### config.mk
export PLATFORM = sky130hd
export DESIGN_NAME = branch_target_buffer
export DESIGN_NICKNAME = d
export VERILOG_FILES = /design/src/rtl/branch_pkg.sv /design/src/rtl/return_address_stack.sv /design/src/rtl/branch_target_buffer.sv
export SDC_FILE = /design/constraint.sdc
export NUM_CORES = 2
export LEC_CHECK = 0
export CAP_MARGIN = 40
export CELL_PAD_IN_SITES_DETAIL_PLACEMENT = 0
export CELL_PAD_IN_SITES_GLOBAL_PLACEMENT = 2
export CORE_MARGIN = 10
export CORE_UTILIZATION = 40
export CTS_CLUSTER_SIZE = 24
export DETAILED_ROUTE_END_ITERATION = 12
export GPL_TIMING_DRIVEN = 0
export PLACE_DENSITY_LB_ADDON = 0.1
export SLEW_MARGIN = 20
export SYNTH_ARGS = -nofsm -noshare
export SYNTH_HDL_FRONTEND = slang
export SYNTH_HIERARCHICAL = 1
export SYNTH_SLANG_ARGS = --single-unit
### constraint.sdc
create_clock -name clk -period 7.3 [get_ports clk]
set_input_delay 1.46 -clock clk [delete_from_list [all_inputs] [get_ports clk]]
set_output_delay 1.46 -clock clk [all_outputs]
set_load 0.02 [all_outputs]
### src/rtl/branch_pkg.sv
// ----------------------------------------------------------------------------
// branch_pkg
//   Shared types for the fetch-stage branch target buffer.
//   - Control-transfer class encodings (BR_COND/BR_JUMP/BR_CALL/BR_RET).
//   - btb_entry_t: one stored BTB entry {valid, tag, target, br_type}.
//   - Default PC width and tag width.
//   btb_entry_t is sized by these defaults. branch_target_buffer refuses to
//   elaborate with a PC_WIDTH/TAG_BITS that does not match them.
// ----------------------------------------------------------------------------
package branch_pkg;

    localparam int BR_PC_WIDTH = 32;
    localparam int BR_TAG_BITS = 8;

    typedef enum logic [1:0] {
        BR_COND = 2'b00,
        BR_JUMP = 2'b01,
        BR_CALL = 2'b10,
        BR_RET  = 2'b11
    } br_type_e;

    typedef struct packed {
        logic                   valid;
        logic [BR_TAG_BITS-1:0] tag;
        logic [BR_PC_WIDTH-1:0] target;
        br_type_e               br_type;
    } btb_entry_t;

endpackage

### src/rtl/return_address_stack.sv
// ----------------------------------------------------------------------------
// return_address_stack
//   Circular speculative return-address stack.
//   A push when full overwrites the oldest entry, and count saturates.
//   flush resets only count and pointer. The stored entries are kept.
//   Ports:
//     clk, rst      clock, synchronous active-high reset (count/pointer only)
//     flush         pipeline redirect: empties the stack logically
//     push          push push_addr (flush takes priority)
//     push_addr     return address to push
//     pop           drop the top entry (caller guarantees count > 0)
//     top           current top-of-stack address (combinational)
//     count         number of valid entries, 0..DEPTH
// ----------------------------------------------------------------------------
module return_address_stack #(
    parameter int DEPTH = 4,
    parameter int WIDTH = 32,
    parameter int CNT_W = $clog2(DEPTH + 1)
) (
    input  logic             clk,
    input  logic             rst,
    input  logic             flush,
    input  logic             push,
    input  logic [WIDTH-1:0] push_addr,
    input  logic             pop,
    output logic [WIDTH-1:0] top,
    output logic [CNT_W-1:0] count
);

    localparam int PTR_W = (DEPTH > 1) ? $clog2(DEPTH) : 1;

    logic [WIDTH-1:0] stack_q [DEPTH];
    logic [WIDTH-1:0] stack_d [DEPTH];
    logic [PTR_W-1:0] ptr_q, ptr_d;      // next slot to write
    logic [CNT_W-1:0] count_q, count_d;
    logic [PTR_W-1:0] ptr_inc, ptr_dec;

    assign ptr_inc = (ptr_q == PTR_W'(DEPTH - 1)) ? '0 : ptr_q + 1'b1;
    assign ptr_dec = (ptr_q == '0) ? PTR_W'(DEPTH - 1) : ptr_q - 1'b1;

    assign top   = stack_q[ptr_dec];
    assign count = count_q;

    always_comb begin
        stack_d = stack_q;
        ptr_d   = ptr_q;
        count_d = count_q;
        if (flush) begin
            ptr_d   = '0;
            count_d = '0;
        end else if (push) begin
            // When full, ptr_q points at the oldest entry, so it gets replaced
            stack_d[ptr_q] = push_addr;
            ptr_d          = ptr_inc;
            if (count_q != CNT_W'(DEPTH)) begin
                count_d = count_q + 1'b1;
            end
        end else if (pop) begin
            ptr_d   = ptr_dec;
            count_d = count_q - 1'b1;
        end
    end

    always_ff @(posedge clk) begin
        stack_q <= stack_d;
        if (rst) begin
            ptr_q   <= '0;
            count_q <= '0;
        end else begin
            ptr_q   <= ptr_d;
            count_q <= count_d;
        end
    end

endmodule

### src/rtl/branch_target_buffer.sv
// ----------------------------------------------------------------------------
// branch_target_buffer
//   Direct-mapped, tagged BTB. It is looked up combinationally at fetch and
//   trained from EX/MEM.
//   Configuration macro: BTB_RAS_EN. When it is defined, a return-address
//   stack supplies targets for return hits. When it is undefined, returns use
//   the stored target. The ports are identical in both builds.
//   Ports:
//     clk, rst        clock, synchronous active-high reset (clears valid bits)
//     lookup_valid    fetch PC valid
//     lookup_pc       fetch PC
//     hit             valid entry with matching tag
//     pred_target     predicted target (0 on miss)
//     pred_type       predicted class (0 on miss)
//     update          resolved control transfer from EX/MEM (1-cycle pulse)
//     update_pc       PC of the resolved instruction
//     update_target   resolved target
//     update_type     resolved class
//     update_taken    resolved direction
//     flush           pipeline redirect (affects only the return stack)
// ----------------------------------------------------------------------------
module branch_target_buffer
    import branch_pkg::*;
#(
    parameter int PC_WIDTH   = BR_PC_WIDTH,
    parameter int INDEX_BITS = 6,
    parameter int TAG_BITS   = BR_TAG_BITS,
    parameter int RAS_DEPTH  = 4
) (
    input  logic                clk,
    input  logic                rst,
    input  logic                lookup_valid,
    input  logic [PC_WIDTH-1:0] lookup_pc,
    output logic                hit,
    output logic [PC_WIDTH-1:0] pred_target,
    output logic [1:0]          pred_type,
    input  logic                update,
    input  logic [PC_WIDTH-1:0] update_pc,
    input  logic [PC_WIDTH-1:0] update_target,
    input  logic [1:0]          update_type,
    input  logic                update_taken,
    input  logic                flush
);

    localparam int ENTRIES = 1 << INDEX_BITS;
    localparam int TAG_LO  = INDEX_BITS + 2;
    localparam int TAG_HI  = INDEX_BITS + TAG_BITS + 1;

    // The entry struct is sized by the package widths.
    if (PC_WIDTH != BR_PC_WIDTH || TAG_BITS != BR_TAG_BITS) begin : g_width_check
        $error("branch_target_buffer: PC_WIDTH/TAG_BITS must match branch_pkg");
    end

    btb_entry_t entries_q [ENTRIES];
    btb_entry_t entries_d [ENTRIES];

    logic [INDEX_BITS-1:0] lk_idx, up_idx;
    logic [TAG_BITS-1:0]   lk_tag, up_tag;
    btb_entry_t            lk_entry;
    logic                  wr_en;
    logic                  lk_hit;
    logic                  ras_nonempty;
    logic [PC_WIDTH-1:0]   ras_top;

    assign lk_idx   = lookup_pc[INDEX_BITS+1:2];
    assign lk_tag   = lookup_pc[TAG_HI:TAG_LO];
    assign up_idx   = update_pc[INDEX_BITS+1:2];
    assign up_tag   = update_pc[TAG_HI:TAG_LO];
    assign lk_entry = entries_q[lk_idx];

    // Not-taken conditional branches neither allocate nor evict
    assign wr_en  = update & (update_taken | (update_type != BR_COND));
    assign lk_hit = lookup_valid & lk_entry.valid & (lk_entry.tag == lk_tag);
    assign hit    = lk_hit;

    always_comb begin
        entries_d = entries_q;
        if (wr_en) begin
            entries_d[up_idx].valid   = 1'b1;
            entries_d[up_idx].tag     = up_tag;
            entries_d[up_idx].target  = update_target;
            entries_d[up_idx].br_type = br_type_e'(update_type);
        end
    end

    // Lookup reads entries_q, so a same-cycle write is not bypassed
    always_ff @(posedge clk) begin
        if (rst) begin
            for (int i = 0; i < ENTRIES; i++) begin
                entries_q[i].valid <= 1'b0;
            end
        end else begin
            entries_q <= entries_d;
        end
    end

`ifdef BTB_RAS_EN
    localparam int RAS_CNT_W = $clog2(RAS_DEPTH + 1);

    logic [RAS_CNT_W-1:0] ras_count;
    logic                 ras_push, ras_pop;

    assign ras_push     = lk_hit & (lk_entry.br_type == BR_CALL);
    assign ras_pop      = lk_hit & (lk_entry.br_type == BR_RET) & ras_nonempty;
    assign ras_nonempty = (ras_count != '0);

    return_address_stack #(
        .DEPTH (RAS_DEPTH),
        .WIDTH (PC_WIDTH),
        .CNT_W (RAS_CNT_W)
    ) u_ras (
        .clk       (clk),
        .rst       (rst),
        .flush     (flush),
        .push      (ras_push),
        .push_addr (lookup_pc + PC_WIDTH'(4)),
        .pop       (ras_pop),
        .top       (ras_top),
        .count     (ras_count)
    );
`else
    assign ras_nonempty = 1'b0;
    assign ras_top      = '0;
`endif

    always_comb begin
        pred_target = '0;
        pred_type   = BR_COND;
        if (lk_hit) begin
            pred_type = lk_entry.br_type;
            // An empty stack falls back to the stored target
            if (lk_entry.br_type == BR_RET && ras_nonempty) begin
                pred_target = ras_top;
            end else begin
                pred_target = lk_entry.target;
            end
        end
    end

    // These bits do not take part in indexing or tagging
    logic unused_bits;
    assign unused_bits = ^{lookup_pc[1:0], lookup_pc[PC_WIDTH-1:TAG_HI+1],
                           update_pc[1:0], update_pc[PC_WIDTH-1:TAG_HI+1],
                           flush, 1'(RAS_DEPTH)};

endmodule

==> Yosys cells after proc, flatten, opt, wreduce, memory -nomap -nowiden <==
Cells that the tools add are included.
{ "word_totals": {"output_inout_bits": 35, "ff_bits": 2752, "inputBits": 104, "elab_cells": 287} }
{ "op_classes": {"mux": 17, "eq_ne": 1, "n_bitwise": 7, "n_reduce_logical": 3, "n_lt_le_gt_ge": 3} }
{ "op_table": {"columns": ["operator", "count"], "rows": [
  ["2752-bit bitwise mux", 4],
  ["43-bit demux with 6-bit select", 4],
  ["43-bit binary-select mux with 6-bit select", 1],
  ["43-bit two-way mux", 3],
  ["42-bit two-way mux", 1],
  ["34-bit two-way mux", 1],
  ["32-bit two-way mux", 1],
  ["7-bit greater-or-equal comparator, second input constant", 2],
  ["6-bit inverter with 7-bit output", 2],
  ["8-bit == test", 1],
  ["7-bit by 1-bit < comparator with 1-bit output, second input constant", 1],
  ["2-bit two-way mux", 2],
  ["1-bit AND", 3],
  ["2-bit AND reduction", 1],
  ["2-bit nonzero test", 1],
  ["1-bit logical AND", 1],
  ["1-bit inverter", 1],
  ["1-bit bitwise OR", 1]
]} }

==> Logic depth before layout (Yosys ltp) <==
{ "depth": {"ltp_word": 9, "mapped_depth": 14, "depth_no_buf": 8} }

==> Least setup slack after synthesis <==
Ideal clock, no wire load.
{ "synth_timing": {"path_type": "input to output", "start": "input lookup_pc[3]", "end": "output pred_target[0]", "cell_stages": 9, "slack_ns": 1.708, "arrival_ns": 4.132, "t_required_ns": 5.840, "path_buffers": 5, "path_cell_list": "buf_4 buf_6 buf_2 clkbuf_1 clkbuf_1 mux4_2 mux4_2 mux4_2 and4_1"} }
{ "synth_via": {"elab_chain_len": 7, "word_cells_on_any_way": 8, "classes_between": "eq/ne (1); mux (4); bitwise (3)"} }
{ "synth_rtl": {"columns": ["item", "line", "rtl"], "rows": [
  ["from (decl)", "branch_target_buffer.sv:33", "input logic [PC_WIDTH-1:0] lookup_pc,"],
  ["6-bit inverter with 7-bit output (implied by the code) (*)", "branch_target_buffer.sv:69", "assign lk_entry = entries_q[lk_idx];"],
  ["43-bit binary-select mux with 6-bit select (*)", "branch_target_buffer.sv:69", null],
  ["43-bit two-way mux (implied by the code) (*) (2 in a row)", "branch_target_buffer.sv:69", null],
  ["8-bit == test or 1-bit AND (tied branches)", "branch_target_buffer.sv:73", "assign lk_hit = lookup_valid & lk_entry.valid & (lk_entry.tag == lk_tag);"],
  ["1-bit AND", "branch_target_buffer.sv:73", null],
  ["32-bit two-way mux (*)", "branch_target_buffer.sv:129", "if (lk_hit) begin"],
  ["to (decl)", "branch_target_buffer.sv:35", "output logic [PC_WIDTH-1:0] pred_target,"]
]} }
Every way passes the cells marked *; elsewhere a longest branch is shown, timed or not. The select of a mux whose other input is x is not followed.

==> Worst setup path in the final report <==
{ "layout_timing": {"start": "input lookup_pc[3]", "end": "output pred_target[15]"} }
The elaborated chain is that of the path after synthesis.

==> out/qor.csv <==
stage;metric;value;unit
critical_path;crit_type;primary input to output port;
grt;antenna_found_initial;30;
cts;cts_tree;yes;
critical_path;worstPathMaxFanout;10;
critical_path;startpoint_type;primary input;
cts;cts.sinks;2752;
timing;finalClockSkew;0;ns
timing;tightest_slew;0.8224;ns
timing;finalCriticalPeriod;7.286;ns
power;p_leak;40.26;nW
hold_path;hp-class;flop to flop;
timing;layout_worst_path_cycle_share;99.81;%
floorplan;start_util;40.11;%
detailed_routing;vias;54990;
status;outcome;complete, no violations;
cells_and_area;multi_input_area;23200;µm²
cells_and_area;nNetsFinal;5427;
logic_synthesis;synthArstFlopShare;0;%
logic_synthesis;synth_flop_cell;edfxtp_1;
critical_path;cp-end-kind;output port;
detailed_routing;drc;0;
cts;cts.clk_slew.worst_paths;0.05;ns
critical_path;arrival;5.83;ns
cells_and_area;largest-register;entries_q;
placement;place_congestion;0.8087;
timing;rsz0062_at_grt;false;
critical_path;cp_data_required_time;5.84;ns
detailed_routing;top_layer_used;met5;
detailed_routing;drtPass1Iterations;5;
floorplan;die_h;535.3;µm
detailed_routing;vias_per_cell;6.046;
cells_and_area;layout-drive-gt1-share;34.17;%
detailed_routing;ant_nets;0;
timing;max-slew-margin-rel;45.05;%
logic_synthesis;synth.area.top_cells;edfxtp_1 76%, mux4_2 17%, dfxtp_1 1.2%, nor2_1 0.73%, mux2i_1 0.71%;
critical_path;crit_path_end;pred_target[15];
logic_synthesis;ys_types;57;
floorplan;rows;189;
timing;final_hold_viol_count;0;
logic_synthesis;syn_area;106200;µm²
grt;grtUsageTotal;25.95;%
floorplan;io_pins;139;
cells_and_area;largestRegisters;entries_q x2752;
critical_path;r2r-start;entries_q[2063];
logic_synthesis;synth_top_area_cell;edfxtp_1;
critical_path;critPathLaunch;lookup_pc[3];
critical_path;worst_r2r_endpoint;entries_q[2063];
critical_path;r2r_slack;6.67;ns
logic_synthesis;yosysSeqAreaShare;77.19;%
detailed_routing;wl_met1;158000;µm
placement;dpl.hpwl;273700;µm
power;p_total;34.20;mW
power;ir_drop;0.1869;mV
placement;numPortBuffers;97;
cells_and_area;finalNonFillerCells;9096;
placement;postPlaceCellArea;119200;µm²
cts;cts_htree_levels;5;
grt;first_global_vias;54910;
detailed_routing;wire_per_inst;41.45;µm
cts;cts_hold_buf;0;
grt;grt_pass1_wl;502800;µm
logic_synthesis;synth_cells;4586;
cells_and_area;fillCellCount;21540;
floorplan;die_w;535.3;µm
detailed_routing;totalWireLength;377100;µm
detailed_routing;wl_met2;177300;µm
floorplan;core-area;264900;µm²
logic_synthesis;postSynthAreaPerCell;23.16;µm²
logic_synthesis;synth_edf_count;2688;
logic_synthesis;syn_nets;4690;
cells_and_area;finalInstanceArea;129000;µm²
floorplan;die-area;286600;µm²
logic_synthesis;ys_ff_latch;2752;
critical_path;reg2reg_depth;2;
power;power_density;265.1;nW/µm²
cts;numCtsBuffers;302;
timing;drv_slew;0;
job;drv_cap;0;
placement;dp.cells;8547;
logic_synthesis;yosysWarnings;6;
timing;setup_viol;0;
detailed_routing;drtIter0Drc;7753;
cells_and_area;finalCoreUtilization;48.71;%
timing;fin_tns_setup;0;ns
grt;overflow;0;
cts;cts-root-buf;clkbuf_16;
logic_synthesis;synth_common_cells;2688 x edfxtp_1, 822 x mux4_2, 208 x nor2_1, 116 x clkbuf_1, 75 x mux2i_1;
cells_and_area;syn2layout_area_growth;21.45;%
cells_and_area;largest_reg_flops;2752;
cts;clock_path_buffers;4;
logic_synthesis;netlist.area_leader.share;75.98;%
grt;grt_max_degree;65;
detailed_routing;wl_met3;30060;µm
logic_synthesis;yosys.cell_count.top_type;edfxtp_1;
cells_and_area;seq_area;82000;µm²
cts;insertion_delay;0.90;ns
timing;fmax;137.2;MHz
report_power, final:
part | internal, mW | switching, mW
clock | 8.41 | 6.42
sequential | 17.4 | 0.0123
combinational | 0.734 | 1.25
placed cells by master (no fill, tap or decap), drive strengths merged, types with 4 or more instances in the layout:
| master | count |
|---|---|
| a211oi | 11 |
| a21oi | 8 |
| a221oi | 7 |
| a22o | 8 |
| a22oi | 31 |
| a31oi | 10 |
| and2 | 13 |
| and3 | 9 |
| and4 | 36 |
| buf | 522 |
| bufinv | 18 |
| clkbuf | 498 |
| clkdlybuf4s50 | 48 |
| clkinv | 124 |
| dfxtp | 64 |
| diode | 9 |
| dlymetal6s2s | 7 |
| edfxtp | 2688 |
| inv | 82 |
| mux2 | 4 |
| mux2i | 75 |
| mux4 | 822 |
| nand2 | 66 |
| nand2b | 9 |
| nand3 | 21 |
| nand3b | 6 |
| nand4 | 8 |
| nor2 | 209 |
| nor2b | 15 |
| nor3 | 8 |
| nor3b | 5 |
| o211ai | 8 |
| o21ai | 10 |
| o22ai | 65 |
| or3b | 4 |
per-layer routing:
metal  track usage, %  vias up
met5                0        -
met3            5.168      530
met4            6.580       12
met2            41.32     2530
li1                 -    21130
met1            36.89    30790
logic make-up after synthesis:
kind of cell	Yosys count	synth area share (%)
xor gates and xnor gates	3	0.02474
and+or+nand+nor	419	1.909
buffers and inverters	336	1.555
muxes	901	18.18
AOI/OAI and AO/OA	175	1.147
DFF	2752	77.19
worst max-delay path: stages:
cell and delay [ns]:
buf_4 0.24, buf_2 0.59, buf_4 0.43, mux4_2 0.39, a221oi_1 0.46, o221ai_1 0.30
o21ai_1 0.38, nor4_4 0.10, buf_4 0.18, buf_12 0.14, buf_4 0.20, buf_2 0.19
and4_1 0.16, clkdlybuf4s50_1 0.55
metrics by stage:
stage | hold WS, ns | worst slack, ns
floorplan | 0.4489 | 1.708
global placement | 0.4557 | -4.687
detailed placement | 0.4615 | -1.093
CTS | 0.4714 | 0.01405
global route | 0.4821 | 0.01466
finish | 0.4693 | 0.01388
worst min path at each step:
stage	startpoint	endpoint	slack [ns]	cells after the start
global placement	entries_q[816]	entries_q[816]	0.46	2
floorplan	entries_q[1117]	entries_q[1117]	0.45	2
detailed placement	entries_q[1375]	entries_q[1375]	0.46	2
global route	entries_q[2106]	entries_q[2106]	0.48	2
CTS	entries_q[515]	entries_q[515]	0.47	2
finish	entries_q[515]	entries_q[515]	0.47	2
layout make-up:
| type | instances | area share, % |
|---|---|---|
| clock buffers | 381 | 6.170 |
| repair buffers | 433 | 6.201 |
| plain buffers | 263 | 1.316 |
| clock inverters | 154 | 1.116 |
| well taps | 3533 | 3.426 |
| multi-input cells | 1498 | 17.98 |
| inverters | 73 | 0.2163 |
| diodes | 9 | 0.01746 |
| flip-flops and latches | 2752 | 63.56 |
what timing repair did:
action	4_1_cts	5_1_grt
gates resized for setup	98	28
pin swaps	2	0
setup endpoints to repair	35	31
setup buffers	5	0
Note: power is estimated with default switching activity, not from simulation.
